### src/rtl/uart_pkg.sv
// Shared UART definitions: default frame parameters and FSM state encodings.
// Defining UART_TX_PARITY_EN widens the state type to make room for the PARITY state.
package uart_pkg;

  localparam int unsigned DefaultClocksPerPulse = 16;
  localparam int unsigned DefaultDataWidth      = 8;

`ifdef UART_TX_PARITY_EN
  typedef enum logic [2:0] {
    StIdle   = 3'b000,
    StStart  = 3'b001,
    StData   = 3'b011,
    StStop   = 3'b010,
    StParity = 3'b100
  } uart_state_e;
`else
  typedef enum logic [1:0] {
    StIdle  = 2'b00,
    StStart = 2'b01,
    StData  = 2'b11,
    StStop  = 2'b10
  } uart_state_e;
`endif

endpackage

### src/rtl/uart_bit_timer.sv
// Per-bit clock counter: counts CLOCKS_PER_PULSE cycles per serial bit while enabled.
// bit_end marks the last cycle of a bit; bit_pre_end marks the cycle before it.
module uart_bit_timer
  import uart_pkg::*;
#(
  parameter int unsigned CLOCKS_PER_PULSE = DefaultClocksPerPulse
) (
  input  logic clk,
  input  logic rstn,
  input  logic clear,
  input  logic enable,
  output logic bit_pre_end,
  output logic bit_end
);

  localparam int unsigned CntW = (CLOCKS_PER_PULSE > 1) ? $clog2(CLOCKS_PER_PULSE) : 1;
  localparam logic [CntW-1:0] LastCnt = CntW'(CLOCKS_PER_PULSE - 1);
  localparam logic [CntW-1:0] PreCnt  = CntW'(CLOCKS_PER_PULSE - 2);

  logic [CntW-1:0] cnt_q, cnt_d;

  assign bit_end     = enable && (cnt_q == LastCnt);
  assign bit_pre_end = enable && (cnt_q == PreCnt);

  always_comb begin
    cnt_d = cnt_q;
    if (clear || bit_end) begin
      cnt_d = '0;
    end else if (enable) begin
      cnt_d = cnt_q + 1'b1;
    end
  end

  always_ff @(posedge clk or negedge rstn) begin
    if (!rstn) begin
      cnt_q <= '0;
    end else begin
      cnt_q <= cnt_d;
    end
  end

endmodule

### src/rtl/uart_tx.sv
// UART transmitter: start bit, DATA_WIDTH bits LSB first, stop bit; all outputs registered.
// Define UART_TX_PARITY_EN to insert an even-parity bit between the data and stop bits.
module uart_tx
  import uart_pkg::*;
#(
  parameter int unsigned CLOCKS_PER_PULSE = DefaultClocksPerPulse,
  parameter int unsigned DATA_WIDTH       = DefaultDataWidth
) (
  input  logic                  clk,
  input  logic                  rstn,
  input  logic [DATA_WIDTH-1:0] data_in,
  input  logic                  data_valid,
  output logic                  data_ready,
  output logic                  tx,
  output logic                  busy,
  output logic                  done
);

  localparam int unsigned BitCntW = (DATA_WIDTH > 1) ? $clog2(DATA_WIDTH) : 1;
  localparam logic [BitCntW-1:0] LastBit = BitCntW'(DATA_WIDTH - 1);

  uart_state_e           state_q;
  logic [DATA_WIDTH-1:0] shift_q;
  logic [BitCntW-1:0]    bit_cnt_q;
  logic                  tx_q, busy_q, done_q, ready_q;
`ifdef UART_TX_PARITY_EN
  logic                  parity_q;
`endif
  logic                  accept, bit_pre_end, bit_end;

  assign accept = ready_q && data_valid;

  // Acceptance realigns the counter so the start bit gets a full CLOCKS_PER_PULSE cycles.
  uart_bit_timer #(
    .CLOCKS_PER_PULSE(CLOCKS_PER_PULSE)
  ) u_bit_timer (
    .clk        (clk),
    .rstn       (rstn),
    .clear      (accept),
    .enable     (state_q != StIdle),
    .bit_pre_end(bit_pre_end),
    .bit_end    (bit_end)
  );

  always_ff @(posedge clk or negedge rstn) begin
    if (!rstn) begin
      state_q   <= StIdle;
      shift_q   <= '0;
      bit_cnt_q <= '0;
      tx_q      <= 1'b1;
      busy_q    <= 1'b0;
      done_q    <= 1'b0;
      ready_q   <= 1'b0;
`ifdef UART_TX_PARITY_EN
      parity_q  <= 1'b0;
`endif
    end else begin
      done_q <= 1'b0;
      case (state_q)
        StIdle: begin
          tx_q <= 1'b1;
          if (accept) begin
            state_q  <= StStart;
            shift_q  <= data_in;
            tx_q     <= 1'b0;
            busy_q   <= 1'b1;
            ready_q  <= 1'b0;
`ifdef UART_TX_PARITY_EN
            parity_q <= ^data_in;
`endif
          end else begin
            ready_q <= 1'b1;
          end
        end
        StStart: begin
          if (bit_end) begin
            state_q   <= StData;
            tx_q      <= shift_q[0];
            shift_q   <= shift_q >> 1;
            bit_cnt_q <= '0;
          end
        end
        StData: begin
          if (bit_end) begin
            if (bit_cnt_q == LastBit) begin
`ifdef UART_TX_PARITY_EN
              state_q <= StParity;
              tx_q    <= parity_q;
`else
              state_q <= StStop;
              tx_q    <= 1'b1;
`endif
            end else begin
              tx_q      <= shift_q[0];
              shift_q   <= shift_q >> 1;
              bit_cnt_q <= bit_cnt_q + 1'b1;
            end
          end
        end
`ifdef UART_TX_PARITY_EN
        StParity: begin
          if (bit_end) begin
            state_q <= StStop;
            tx_q    <= 1'b1;
          end
        end
`endif
        StStop: begin
          // Raised one cycle early so the registered pulse lands on the last stop cycle.
          if (bit_pre_end) done_q <= 1'b1;
          if (bit_end) begin
            state_q <= StIdle;
            tx_q    <= 1'b1;
            busy_q  <= 1'b0;
            ready_q <= 1'b1;
          end
        end
        default: begin
          state_q <= StIdle;
          tx_q    <= 1'b1;
          busy_q  <= 1'b0;
          ready_q <= 1'b0;
        end
      endcase
    end
  end

  assign data_ready = ready_q;
  assign tx         = tx_q;
  assign busy       = busy_q;
  assign done       = done_q;

endmodule
### config.mk
export PLATFORM = sky130hd
export DESIGN_NAME = uart_tx
export DESIGN_NICKNAME = d
export VERILOG_FILES = /design/src/rtl/uart_pkg.sv /design/src/rtl/uart_bit_timer.sv /design/src/rtl/uart_tx.sv
export SDC_FILE = /design/constraint.sdc
export NUM_CORES = 1
export LEC_CHECK = 0
export CORE_AREA = 8 8 56 58
export CTS_CLUSTER_DIAMETER = 150
export DETAILED_ROUTE_END_ITERATION = 8
export DIE_AREA = 0 0 64 66
export DONT_BUFFER_PORTS = 1
export PLACE_DENSITY = 0.68
export SYNTH_ARGS = -nofsm -noshare
export SYNTH_HDL_FRONTEND = slang
export SYNTH_SLANG_ARGS = --single-unit
### constraint.sdc
create_clock -name clk -period 1.8 [get_ports clk]
set_input_delay 0.27 -clock clk [delete_from_list [all_inputs] [get_ports clk]]
set_output_delay 0.27 -clock clk [all_outputs]
set_load 0.01 [all_outputs]
Word level (Yosys, flattened, before mapping)
Cells that the tools add are included.
{"block": "word_totals", "inputBits": 11, "register_bits": 21, "word_cells": 67}
{"block": "classes", "mux": 29, "n_reduce_logical": 16, "addsub": 2, "n_eq_ne": 12}
{"cell": "$mux 8", "count": 4}
{"cell": "$pmux 8 s3", "count": 1}
{"cell": "$mux 2", "count": 5}
{"cell": "$reduce_and 5->1", "count": 2}
{"cell": "$mux 1", "count": 9}
{"cell": "$mux 3", "count": 3}
{"cell": "$eq 4x4->1 const B", "count": 2}
{"cell": "$mux 4", "count": 2}
{"cell": "$ne 2x1->1 const B", "count": 4}
{"cell": "$pmux 2 s4", "count": 1}
{"cell": "$reduce_bool 2->1", "count": 4}
{"cell": "$pmux 3 s2", "count": 1}
{"cell": "$reduce_and 3->1", "count": 2}
{"cell": "$add 4x1->4 const B", "count": 1}
{"cell": "$eq 2x2->1 const B", "count": 2}
{"cell": "$ne 2x2->1 const B", "count": 2}
{"cell": "$pmux 1 s2", "count": 2}
{"cell": "$pmux 1 s4", "count": 1}
{"cell": "$reduce_and 4->1", "count": 1}
{"cell": "$add 3x1->3 const B", "count": 1}
{"cell": "$eq 3x3->1 const B", "count": 1}
{"cell": "$logic_and 1x1->1", "count": 3}
{"cell": "$reduce_bool 3->1", "count": 1}
{"cell": "$eq 2x1->1 const B", "count": 1}
{"cell": "3 further kinds", "count": 3}

Depth between registers and ports, before layout
{"block": "depth", "word_depth": 4, "mapped_depth": 6, "depth_no_buf": 5}

Hierarchy
Synthesis repeated with hierarchy kept, for this count alone.
{"block": "unflattened", "hier_cells": 93, "area_unflattened_um2": 1107.3}
{"module": "uart_tx", "instances": 1, "area_each_um2": 883.3, "cells_each": 72}
{"module": "uart_bit_timer", "instances": 1, "area_each_um2": 224.0, "cells_each": 21}

Worst setup path after synthesis
No wires, ideal clock.
{"block": "synth_path", "kind": "flip-flop to flip-flop", "from": "reg bit_cnt_q[0]", "to": "reg shift_q[3]", "period_less_slack_ns": 1.564, "slack_ns": 0.236, "t_arrival_ns": 1.446, "t_required_ns": 1.682, "n_path_buf": 1, "path_stages_with_launch": 7, "path_cell_list": "dfrtp_1 ha_1 ha_1 a21boi_1 or2_1 buf_2 o2bb2a_4"}
{"block": "synth_between", "elab_chain_cells": 3}
{"element": "start: declaration", "line": "uart_tx.sv:24", "rtl": "logic [BitCntW-1:0] bit_cnt_q;"}
{"element": "start signal: assignment", "line": "uart_tx.sv:96", "rtl": "bit_cnt_q <= bit_cnt_q + 1'b1;"}
{"element": "$eq 3x3->1", "line": "uart_tx.sv:85", "rtl": "if (bit_cnt_q == LastBit) begin"}
{"element": "$ne 2x2->1 (no source line)"}
{"element": "$reduce_and 5->1 (no source line)"}
{"element": "end signal: assignment", "line": "uart_tx.sv:64", "rtl": "shift_q <= data_in;"}
{"element": "end signal: assignment", "line": "uart_tx.sv:79", "rtl": "shift_q <= shift_q >> 1;"}
{"element": "end signal: assignment", "line": "uart_tx.sv:95", "rtl": "shift_q <= shift_q >> 1;"}
{"element": "end: declaration", "line": "uart_tx.sv:23", "rtl": "logic [DATA_WIDTH-1:0] shift_q;"}
Every way passes these cells.
A chain may end at the register's enable or synchronous reset.

Final worst setup path
{"block": "layout_path", "from": "reg bit_cnt_q[0]", "to": "reg shift_q[1]"}
Same word-level chain as after synthesis.

==> metrics.txt <==
number of nets in the layout=123; Residual DRC=0; power share of the combinational group=20.9%; total number of vias=797; Final Skew=0.0244 ns; Area after DPL=1110 um2; Setup WS post-layout=0.151 ns; DP Worst Slack=0.0523 ns; vias per cell=5.86; xor/xnor share of the synthesized area=0.814%; FILL cells=201; # clock sinks=21; Sw Ratio=32.9%; unrepaired setup endpoints after global routing=no; n_diodes=0; adder-cell share of the synthesized area=5.81%; gp weighted congestion=0.757; WS Path Type=reg2reg; critical path peak fanout=7; post-route ant nets=0; crit path max-delay cell type=dfrtp_1; vias in the first global route=798; area growth from synthesis to layout=7.67%; core area=2320 um2; Synth Area in Compound Gates=25.0%; min-delay worst type=in2reg; Routed WL=2.24 mm; Post-Syn Area per Cell=10.4 um2; Layout Utilization=49.9%; Slew Viols, Final=0; Max Freq=606 MHz; synthesized instance count=103; Synth area leaders=dfrtp_1 (47%), ha_1 (5.8%), a2bb2oi_1 (4.9%); multi-input logic area=512 um2; P_int=0.000817 W; cell taking the most area after synthesis=dfrtp_1; Reg power frac=59.9%; port buffer count=0; worst path arrival time=1.87 ns; GRT overflow=0; register bit total from synthesis=21; final hold vios=0; Detail Placement HPWL=1.65 mm; first-pass GRT wire length=3.86 mm; Pleak=0.513 nW; fin crit share=91.6%; CP Capture Type=flop; async set-reset flop share out of synthesis=100%; Top delay family on crit path=compound AO/OA/AOI/OAI gates; overall die area=4220 um2; CP Cell Sequence=ha_1, ha_1, a21boi_2, a2bb2oi_2, buf_4, a2bb2oi_1; CP peak stage delay=0.40 ns; clk slew on worst S/H paths=0.11 ns; FF+latch area=527 um2; Overall Global Routing Usage=11.3%; 1st-iter DRT viols=45; Post-synth EDFFs=0; drt first pass iters=4; H-tree levels=1; Final setup viols=0; maxcap violations=0; CTS tree=built; Crit path buffers/inverters=1; largest net degree at the start of global routing=22; Synth Flop Type=dfrtp_1; clock share of power=19.2%; cts bufs inserted=3; multiplexer share of the synthesized area=0.930%; die width=64 um; Syn. warnings=0; io pins=15; mapped cell area=1080 um2; synth cell count leaders=dfrtp_1 (20), o21ai_0 (7); layout cell share with drive strength beyond 1=15.1%; Critical Path Most Common Cell=ha_1; Chip Height=66 um; largest family of logic cells by synthesized area=compound AO/OA/AOI/OAI gates; power per cell area=1050 nW/um2; Core Rows=18; Initial Util=46.4%; initial antenna violation count=0; Synth Area in Simple Gates=14.4%; CP Data Required Time=2.02 ns; finished layout cell area=1160 um2; Setup crit start kind=flop; root buffer cell=clkbuf_4; Tmin final=1.65 ns; Yosys top cell area share=46.5%; outcome=finished, final reports clean; final setup TNS=0 ns; NetSw=0.000401 W; Max-slew headroom=37.5%; Yosys cell types=37; most common cell in the netlist=dfrtp_1; post-synthesis sequential area ratio=49.0%; worst-case clock buffer depth=2; DR WL/cell=16.5 um; Post-Syn Nets=119; worst-skew pair later-pin latency=0.32 ns; VDD IR max=912 uV; Worst-Margin Slew=0.934 ns
repair_timing:
action	in CTS	in global routing
hold buffers	1	0
gates resized for setup	0	2
setup endpoints to repair	0	7
buffers inserted	0	1
hold endpoints to repair	21	0
area by class of cell:
| type | count | share of cell area [%] |
|---|---|---|
| clock buffers | 3 | 1.94 |
| clock inverters | 1 | 0.432 |
| inverters | 4 | 1.30 |
| multi-input cells | 72 | 44.2 |
| flip-flops and latches | 21 | 45.5 |
| well taps | 30 | 3.24 |
| repair buffers | 5 | 3.46 |
final timing paths:
kind | slack [ns] | to | from | cells after the start
min in group asynchronous | 0.52 | state_q[1] | rstn | 1
worst max register to register | 0.15 | shift_q[1] | bit_cnt_q[0] | 6
worst min-delay path | 0.13 | shift_q[7] | data_in[7] | 2
max in group asynchronous | 0.68 | shift_q[0] | rstn | 1
worst max-delay path | 0.15 | shift_q[1] | bit_cnt_q[0] | 6
worst min register to register | 0.53 | shift_q[3] | shift_q[3] | 1
registers in the layout, indices dropped and copies added, names as in the netlist:
| name | flops |
|---|---|
| bit_cnt_q | 3 |
| busy | 1 |
| data_ready | 1 |
| done | 1 |
| shift_q | 8 |
| state_q | 2 |
| tx | 1 |
| u_bit_timer.cnt_q | 4 |
layout by cell type, fill, tap and decap left out:
cell type      netlist  routed
a31oi_1              1       1
and3b_1              1       1
dfrtp_1             20      20
or2_4                0       1
dfstp_2              1       1
clkinv_2             0       1
nand3_2              1       1
or3_1                3       3
and3_1               1       1
ha_1                 5       5
buf_4                1       4
a2bb2oi_1            6       6
and2_1               2       2
mux2i_1              1       1
o21ai_0              7       7
a21boi_2             0       1
o21a_1               2       2
nor2b_1              1       1
o22ai_1              6       6
a32o_1               1       1
o31ai_1              1       1
nand4_1              2       2
a31o_2               1       1
nand2b_1             1       1
a31o_1               1       1
o221ai_2             1       1
nor2_1               6       6
nand2_1              5       5
nor3_1               2       2
dlygate4sd3_1        0       1
xor2_1               1       1
a2bb2oi_2            1       1
a21oi_1              6       6
nor4_1               1       1
nand3_1              2       2
inv_1                4       4
clkbuf_4             0       3
o2bb2a_4             1       1
kinds of logic after synthesis:
group	after synthesis
AOI/OAI and AO/OA	36
and+or+nand+nor	29
muxes	1
adders and majority gates	5
DFF	21
xor gates and xnor gates	1
buffers and inverters	10
power by group through the flow:
stage	Combinational (W)	Clock, W	Sequential, W
2_1_floorplan	0.000218	0	0.000692
3_3_place_gp	0.000226	0	0.000731
3_5_place_dp	0.000246	0	0.000736
4_1_cts	0.000259	0.000239	0.000728
5_1_grt	0.000287	0.000254	0.000750
6_report	0.000255	0.000234	0.000729
metal layers:
| metal | part of all wire [%] | global-route usage (%) | wire length [um] | up-vias |
|---|---|---|---|---|
| met1 | 44 | 13.8 | 998 | 384 |
| met4 | 0 | 0.836 | 0 | 0 |
| met2 | 49 | 19.3 | 1090 | 22 |
| met5 | 0 | 0 | 0 | - |
| met3 | 6.8 | 4.41 | 152 | 0 |
| li1 | - | - | - | 391 |
through the flow:
stage | hold WS [ns] | power [W] | std cells
6_report | 0.126 | 0.00122 | 136
5_1_grt | 0.141 | 0.00129 | 136
4_1_cts | 0.121 | 0.00123 | 135
3_5_place_dp | -0.0246 | 0.000982 | 130
3_3_place_gp | -0.0246 | 0.000958 | 130
2_1_floorplan | -0.0256 | 0.000910 | 103
No activity file was read; power rests on OpenSTA's default activity.
